==> src/rtl/instr_encoder_pkg.sv <==
// Shared RV32I encode constants: opcodes, instruction-class codes, loader FSM states.
// Class codes are the same 3-bit values the control decoder drives on its ALU-op output.
package rv_pkg;

  localparam logic [6:0] OP_R    = 7'b0110011;
  localparam logic [6:0] OP_I    = 7'b0010011;
  localparam logic [6:0] OP_S    = 7'b0100011;
  localparam logic [6:0] OP_L    = 7'b0000011;
  localparam logic [6:0] OP_B    = 7'b1100011;
  localparam logic [6:0] OP_JALR = 7'b1100111;

  localparam logic [2:0] KIND_R    = 3'b000;
  localparam logic [2:0] KIND_I    = 3'b001;
  localparam logic [2:0] KIND_S    = 3'b010;
  localparam logic [2:0] KIND_L    = 3'b011;
  localparam logic [2:0] KIND_B    = 3'b100;
  localparam logic [2:0] KIND_JALR = 3'b101;

  typedef enum logic [1:0] {
    IDLE = 2'b00,
    LOAD = 2'b01,
    FULL = 2'b10
  } state_e;

endpackage

==> src/rtl/instr_encoder_if.sv <==
// Decoded-field bundle with valid/ready handshake between a program sequencer and the encoder.
// The master drives fields and valid; the slave returns ready.
interface instr_encoder_if;
  logic        valid;
  logic        ready;
  logic [2:0]  kind;
  logic [4:0]  rd;
  logic [4:0]  rs1;
  logic [4:0]  rs2;
  logic [2:0]  funct3;
  logic [6:0]  funct7;
  logic [12:0] imm;

  modport master (output valid, kind, rd, rs1, rs2, funct3, funct7, imm, input ready);
  modport slave  (input valid, kind, rd, rs1, rs2, funct3, funct7, imm, output ready);
endinterface

==> src/rtl/instr_encoder_pack.sv <==
// Combinational RV32I field packer: decoded fields in, 32-bit instruction word and legal flag out.
// Latency 0; no handshake of its own.
module instr_pack
  import rv_pkg::*;
(
  input  logic [2:0]  kind,
  input  logic [4:0]  rd,
  input  logic [4:0]  rs1,
  input  logic [4:0]  rs2,
  input  logic [2:0]  funct3,
  input  logic [6:0]  funct7,
  input  logic [12:0] imm,
  output logic [31:0] word,
  output logic        legal
);

  always_comb begin
    word  = '0;
    legal = 1'b0;
    case (kind)
      KIND_R: begin
        word  = {funct7, rs2, rs1, funct3, rd, OP_R};
        legal = 1'b1;
      end
      KIND_I: begin
        word  = {imm[11:0], rs1, funct3, rd, OP_I};
        legal = (imm[12] == imm[11]);
      end
      KIND_L: begin
        word  = {imm[11:0], rs1, funct3, rd, OP_L};
        legal = (imm[12] == imm[11]);
      end
      KIND_JALR: begin
        word  = {imm[11:0], rs1, funct3, rd, OP_JALR};
        legal = (imm[12] == imm[11]);
      end
      KIND_S: begin
        word  = {imm[11:5], rs2, rs1, funct3, imm[4:0], OP_S};
        legal = (imm[12] == imm[11]);
      end
      KIND_B: begin
        // Branch offsets are halfword-aligned, so bit 0 is not encoded and must be zero.
        word  = {imm[12], imm[10:5], rs2, rs1, funct3, imm[4:1], imm[11], OP_B};
        legal = ~imm[0];
      end
      default: begin
        word  = '0;
        legal = 1'b0;
      end
    endcase
  end

endmodule

==> src/rtl/instr_encoder.sv <==
// Program loader: encodes accepted field bundles and writes them sequentially into instruction memory.
// Latency 1 (accept on edge N, write/err visible in cycle N+1); ready drops when idle or memory is full.
module instr_encoder
  import rv_pkg::*;
#(
  parameter int ADDR_W = 6
) (
  input  logic                clk_i,
  input  logic                rst_ni,
  input  logic                start_i,
  input  logic                finish_i,
  instr_encoder_if.slave      bus,
  output logic                imem_we_o,
  output logic [ADDR_W-1:0]   imem_addr_o,
  output logic [31:0]         imem_wdata_o,
  output logic [ADDR_W:0]     count_o,
  output logic                busy_o,
  output logic                err_o,
  output logic                done_o
);

  localparam logic [ADDR_W:0] LAST = {1'b0, {ADDR_W{1'b1}}};
  localparam logic [ADDR_W:0] ONE  = {{ADDR_W{1'b0}}, 1'b1};

  state_e          state;
  state_e          state_nxt;
  logic [ADDR_W:0] ptr;
  logic            accept;
  logic            legal;
  logic [31:0]     word;

  instr_pack u_pack (
    .kind   (bus.kind),
    .rd     (bus.rd),
    .rs1    (bus.rs1),
    .rs2    (bus.rs2),
    .funct3 (bus.funct3),
    .funct7 (bus.funct7),
    .imm    (bus.imm),
    .word   (word),
    .legal  (legal)
  );

  assign bus.ready = (state == LOAD);
  assign accept    = bus.valid && bus.ready;
  assign busy_o    = (state != IDLE);
  assign count_o   = ptr;

  always_comb begin
    state_nxt = state;
    case (state)
      IDLE: if (start_i) state_nxt = LOAD;
      // finish wins over filling: a last-slot accept with finish still ends the session.
      LOAD: begin
        if (finish_i)                             state_nxt = IDLE;
        else if (accept && legal && ptr == LAST)  state_nxt = FULL;
      end
      FULL: if (finish_i) state_nxt = IDLE;
      default: state_nxt = IDLE;
    endcase
  end

  always_ff @(posedge clk_i or negedge rst_ni) begin
    if (!rst_ni) begin
      state        <= IDLE;
      ptr          <= '0;
      imem_we_o    <= 1'b0;
      imem_addr_o  <= '0;
      imem_wdata_o <= '0;
      err_o        <= 1'b0;
      done_o       <= 1'b0;
    end else begin
      state     <= state_nxt;
      imem_we_o <= accept && legal;
      err_o     <= accept && !legal;
      done_o    <= (state != IDLE) && finish_i;
      if (state == IDLE && start_i) begin
        ptr <= '0;
      end else if (accept && legal) begin
        ptr          <= ptr + ONE;
        imem_addr_o  <= ptr[ADDR_W-1:0];
        imem_wdata_o <= word;
      end
    end
  end

endmodule

==> src/flat_wrapper.sv <==
// flat-port wrapper written by rule: the top's interface ports become plain ports
module instr_encoder_flat import rv_pkg::*;
#(
  parameter int ADDR_W = 6
)
  (clk_i, rst_ni, start_i, finish_i, imem_we_o, imem_addr_o, imem_wdata_o, count_o, busy_o, err_o, done_o, bus_valid, bus_kind, bus_rd, bus_rs1, bus_rs2, bus_funct3, bus_funct7, bus_imm, bus_ready);
  instr_encoder_if bus_i ();
  input  logic clk_i;
  input  logic rst_ni;
  input  logic start_i;
  input  logic finish_i;
  output logic imem_we_o;
  output logic [ADDR_W-1:0] imem_addr_o;
  output logic [31:0] imem_wdata_o;
  output logic [ADDR_W:0] count_o;
  output logic busy_o;
  output logic err_o;
  output logic done_o;
  input wire logic [$bits(bus_i.valid)-1:0] bus_valid;
  input wire logic [$bits(bus_i.kind)-1:0] bus_kind;
  input wire logic [$bits(bus_i.rd)-1:0] bus_rd;
  input wire logic [$bits(bus_i.rs1)-1:0] bus_rs1;
  input wire logic [$bits(bus_i.rs2)-1:0] bus_rs2;
  input wire logic [$bits(bus_i.funct3)-1:0] bus_funct3;
  input wire logic [$bits(bus_i.funct7)-1:0] bus_funct7;
  input wire logic [$bits(bus_i.imm)-1:0] bus_imm;
  output wire logic [$bits(bus_i.ready)-1:0] bus_ready;
  assign bus_i.valid = bus_valid;
  assign bus_i.kind = bus_kind;
  assign bus_i.rd = bus_rd;
  assign bus_i.rs1 = bus_rs1;
  assign bus_i.rs2 = bus_rs2;
  assign bus_i.funct3 = bus_funct3;
  assign bus_i.funct7 = bus_funct7;
  assign bus_i.imm = bus_imm;
  assign bus_ready = bus_i.ready;
  instr_encoder #(.ADDR_W(ADDR_W)) u_core (.clk_i(clk_i), .rst_ni(rst_ni), .start_i(start_i), .finish_i(finish_i), .bus(bus_i), .imem_we_o(imem_we_o), .imem_addr_o(imem_addr_o), .imem_wdata_o(imem_wdata_o), .count_o(count_o), .busy_o(busy_o), .err_o(err_o), .done_o(done_o));
endmodule
==> config.mk <==
export PLATFORM = sky130hd
export DESIGN_NAME = instr_encoder_flat
export DESIGN_NICKNAME = d
export VERILOG_FILES = /design/src/rtl/instr_encoder_pkg.sv /design/src/rtl/instr_encoder_if.sv /design/src/rtl/instr_encoder_pack.sv /design/src/rtl/instr_encoder.sv /design/src/flat_wrapper.sv
export SDC_FILE = /design/constraint.sdc
export NUM_CORES = 1
export LEC_CHECK = 0
export CAP_MARGIN = 20
export CORE_ASPECT_RATIO = 0.9
export CORE_UTILIZATION = 25
export DETAILED_ROUTE_END_ITERATION = 16
export GPL_ROUTABILITY_DRIVEN = 0
export PLACE_DENSITY = 0.62
export SKIP_CTS_REPAIR_TIMING = 1
export SLEW_MARGIN = 30
export SYNTH_ARGS = -nofsm -noshare
export SYNTH_HDL_FRONTEND = slang
export SYNTH_SLANG_ARGS = --single-unit
==> constraint.sdc <==
create_clock -name clk_i -period 3.1 [get_ports clk_i]
set_clock_uncertainty 0.05 [all_clocks]
set_input_delay 0.465 -clock clk_i [delete_from_list [all_inputs] [get_ports clk_i]]
set_output_delay 0.465 -clock clk_i [all_outputs]
set_load 0.05 [all_outputs]
==> implementation parameters <==
Parameter                              Value

Worst setup path
  Max FO, Critical Path ... 32
  Setup crit start ... bus_imm[0]
  Worst Path Required ... 3.23 ns
  Critical register-to-register path startpoint ... u_core.state[1]
  Buffering stage count on the worst path with inverters included ... 2
  Endpoint of the worst register-to-register path ... u_core.imem_wdata_o[18]
  Nature of the critical path startpoint ... input pin
  Sort of element at the end of the critical path ... register
  Cells along the critical path ... clkdlybuf4s50_1 -> nor2b_2 -> o21a_4 -> or3_2 -> buf_4 -> mux2_4
  Startpoint-to-endpoint class of the critical path ... input pin to register
  Delay of the slowest cell on the worst path ... 0.48 ns
  Cell class contributing the biggest share of worst-path delay ... buffers and inverters
  Number of cells on the worst reg-to-reg path ... 4
  Stages on worst setup path ... 6
  Flop-to-flop setup slack ... 1.05 ns
  Worst setup path end ... u_core.imem_wdata_o[18]
  WP data arrival ... 2.48 ns
  Crit-path slowest cell ... or3_2

GRT
  Antenna violations before repair ... 0
  Global-route wire length before repair ... 9.81 mm
  Largest net degree at the start of global routing ... 49
  Total Routing Usage GR ... 11.9%
  Global-route congestion overflow total ... 0
  Vias in the first global route ... 1885

Timing
  Final critical-path share of the clock period ... 76.0%
  Count of final hold-check violations ... 0
  Final number of setup-violating endpoints ... 0
  Min cycle time layout ... 2.36 ns
  Slew HR ... 59.1%
  Summed negative setup slack over all endpoints ... 0 ns
  Max Freq ... 0.425 GHz
  Unrepaired setup endpoints after global routing ... false
  Max Slew Vio Count ... 0
  Transition time of the tightest slew-check pin ... 0.613 ns

Floorplan
  Die Outline Area ... 10500 sq um
  # IOs ... 96
  Vertical die dimension ... 97.1 um
  Effective utilization at floorplan ... 25.9%
  Floorplan die width ... 108 um
  Core region area ... 9700 sq um
  Cell row count ... 34

Clock network
  Sinks on Clock Net ... 48
  Worst-skew pair later-pin latency ... 0.29 ns
  Number of buffers created by CTS ... 5
  Clock root cell ... clkbuf_8
  Maximum clock insertion buffer count ... 2
  CTS H-tree lvls ... 2
  TritonCTS clock tree ... done
  Clock-pin slew on the worst setup and hold paths ... 0.08 ns

Yosys
  Synth Area in XOR/XNOR ... 0.348%
  Average cell area after synthesis ... 12.1 sq um
  Number of flops mapped to enable cells by yosys ... 0
  Warning count from the yosys run ... 0
  Largest family of logic cells by synthesized area ... multiplexers
  Count of distinct cell types in the synthesized netlist ... 39
  Combined area of all synthesized cells ... 2510 sq um
  Gate Count Post-Synth ... 207
  Area share of the leading cell type in the synthesized netlist ... 47.8%
  Multiplexer area fraction after synthesis ... 24.3%
  Biggest area consumer among synthesized cells ... dfrtp_1
  Synthesized-area fraction occupied by and/or/nand/nor cells ... 11.1%
  Async set or reset register ratio after synthesis ... 100%
  Leading cell types by total area after synthesis ... dfrtp_1 48%, mux2_4 18%, mux2i_1 6.4%, nor2_1 3.1%, buf_6 2.2%
  Flip-flop cell with the highest count after synthesis ... dfrtp_1
  Adder-cell area share of the yosys netlist ... 0.498%
  Sequential cell area fraction in the yosys report ... 47.8%
  Total nets after synthesis ... 254
  Complex-gate fraction of the synthesized area ... 10.2%
  Synth Register Bits ... 48

Drt
  Detailed-route via count ... 1921
  First-iteration detailed-routing DRC count ... 87
  Residual DRC count ... 0
  Final routed wire length divided by cell count ... 14.6 um
  Total length of routed wires ... 6.27 mm
  Drt first pass iters ... 4
  Routed via count divided by cell count ... 4.48
  Number of nets still failing antenna checks after routing ... 0

Power and ir drop
  Largest voltage drop on the vdd net ... 0.000439 V
  Leak pwr ... 1.69 nW
  Overall power after layout ... 2.60 mW
  Power density relative to cell area ... 708 nW/um^2

Placement
  Buffers added on ports ... 94
  Placed wire-length estimate ... 4.70 mm

Worst hold path
  Hold WC Path Type ... input pin to asynchronous set/reset pin

Cells and area
  Register cell area after layout ... 1200 sq um
  Number of fill cells in the layout ... 967
  Area growth from synthesis to layout ... 46.1%
  Share of post-route cells with drive strength above 1 ... 16.5%
  Fin nets ... 349
  Final design utilization ... 37.9%
  Area used by multi-input combinational logic ... 1170 sq um
  Number of antenna cells inserted ... 0

Run status
  Status ... completed

Job
  Number of violations of the max-capacitance limit ... 0
==> power breakdown <==
group	internal, mW	total, mW	leakage [nW]	switching [mW]
registers	0.779	0.878	0.609	0.0989
logic	0.513	1.28	1.03	0.767
clock network	0.240	0.440	0.0552	0.201
total	1.53	2.60	1.69	1.07
==> cells by family after synthesis <==
family                     Yosys count
xor gates and xnor gates             1
DFF                                 48
muxes                               46
other                                1
AOI/OAI and AO/OA                   31
buffers and inverters               24
adders and majority gates            1
and+or+nand+nor                     55
==> layout make-up <==
| type | count | share of cell area (%) |
|---|---|---|
| timing repair buffer | 101 | 27.0 |
| multi-input combinational | 135 | 32.0 |
| clock inverter | 2 | 0.954 |
| sequential | 48 | 32.7 |
| tap | 126 | 4.29 |
| inverter | 11 | 1.12 |
| clock buffer | 6 | 1.98 |
==> sequential cells by signal (all words and copies together) (netlist names) <==
name,count
u_core.imem_addr_o,6
u_core.state,2
u_core.imem_we_o,1
u_core.imem_wdata_o,30
u_core.count_o,7
u_core.done_o,1
u_core.err_o,1
==> placed cells by master, fill, tap and decap left out, types with 2 or more instances in the layout <==
cell type / n
a21oi_1: 2
a22oi_1: 7
and2_1: 3
buf_4: 8
clkbuf_8: 5
clkdlybuf4s50_1: 93
dfrtp_1: 48
inv_1: 11
mux2_4: 30
mux2i_1: 16
nand2_1: 9
nand2b_1: 5
nand3_1: 3
nor2_1: 21
nor4_1: 2
o21ai_0: 5
o221ai_1: 5
o2bb2ai_1: 6
or4_1: 2
==> metal layers <==
layer / global-route usage [%] / wire length, um / share of wire, %
met5: 0 / 0 / 0
met2: 18.9 / 3000 / 48
met1: 16.2 / 2880 / 46
met3: 2.55 / 336 / 5.4
met4: 3.48 / 57 / 0.91
==> synth_stat cells (2+ instances only) <==
| library cell | n |
|---|---|
| mux2i_1 | 16 |
| clkbuf_1 | 4 |
| or4_1 | 2 |
| o2bb2ai_1 | 6 |
| o221ai_1 | 5 |
| nand3_1 | 3 |
| o21ai_0 | 5 |
| inv_1 | 11 |
| nand2_1 | 9 |
| dfrtp_1 | 48 |
| buf_6 | 5 |
| a22oi_1 | 7 |
| nor2_1 | 21 |
| a21oi_1 | 2 |
| and2_1 | 3 |
| nor4_1 | 2 |
| mux2_4 | 30 |
| buf_4 | 3 |
| nand2b_1 | 5 |
==> per-stage QoR <==
step	worst slack [ns]	hold WS (ns)	instance area [sq um]	instances
6_report	0.745	0.129	3670	429
5_1_grt	0.694	0.174	3670	429
4_1_cts	0.754	0.146	3670	429
3_5_place_dp	0.439	0.442	3560	421
3_3_place_gp	0.451	0.442	3560	421
2_1_floorplan	1.13	0.119	2510	207
==> worst register-to-register path, cell delays in order, from the launching register on <==
cell and delay, ns:
dfrtp_1 0.43, nand3b_1 0.26, or3_2 0.50, buf_4 0.32, mux2_4 0.37
==> worst min path at each step <==
stage	to	start
4_1_cts	u_core.imem_wdata_o[26]	rst_ni
6_report	u_core.imem_wdata_o[15]	rst_ni
3_3_place_gp	u_core.imem_wdata_o[31]	u_core.imem_wdata_o[31]
2_1_floorplan	u_core.count_o[0]	rst_ni
3_5_place_dp	u_core.imem_wdata_o[15]	u_core.imem_wdata_o[15]
5_1_grt	u_core.imem_wdata_o[16]	rst_ni
No activity file was read; power rests on OpenSTA's default activity.
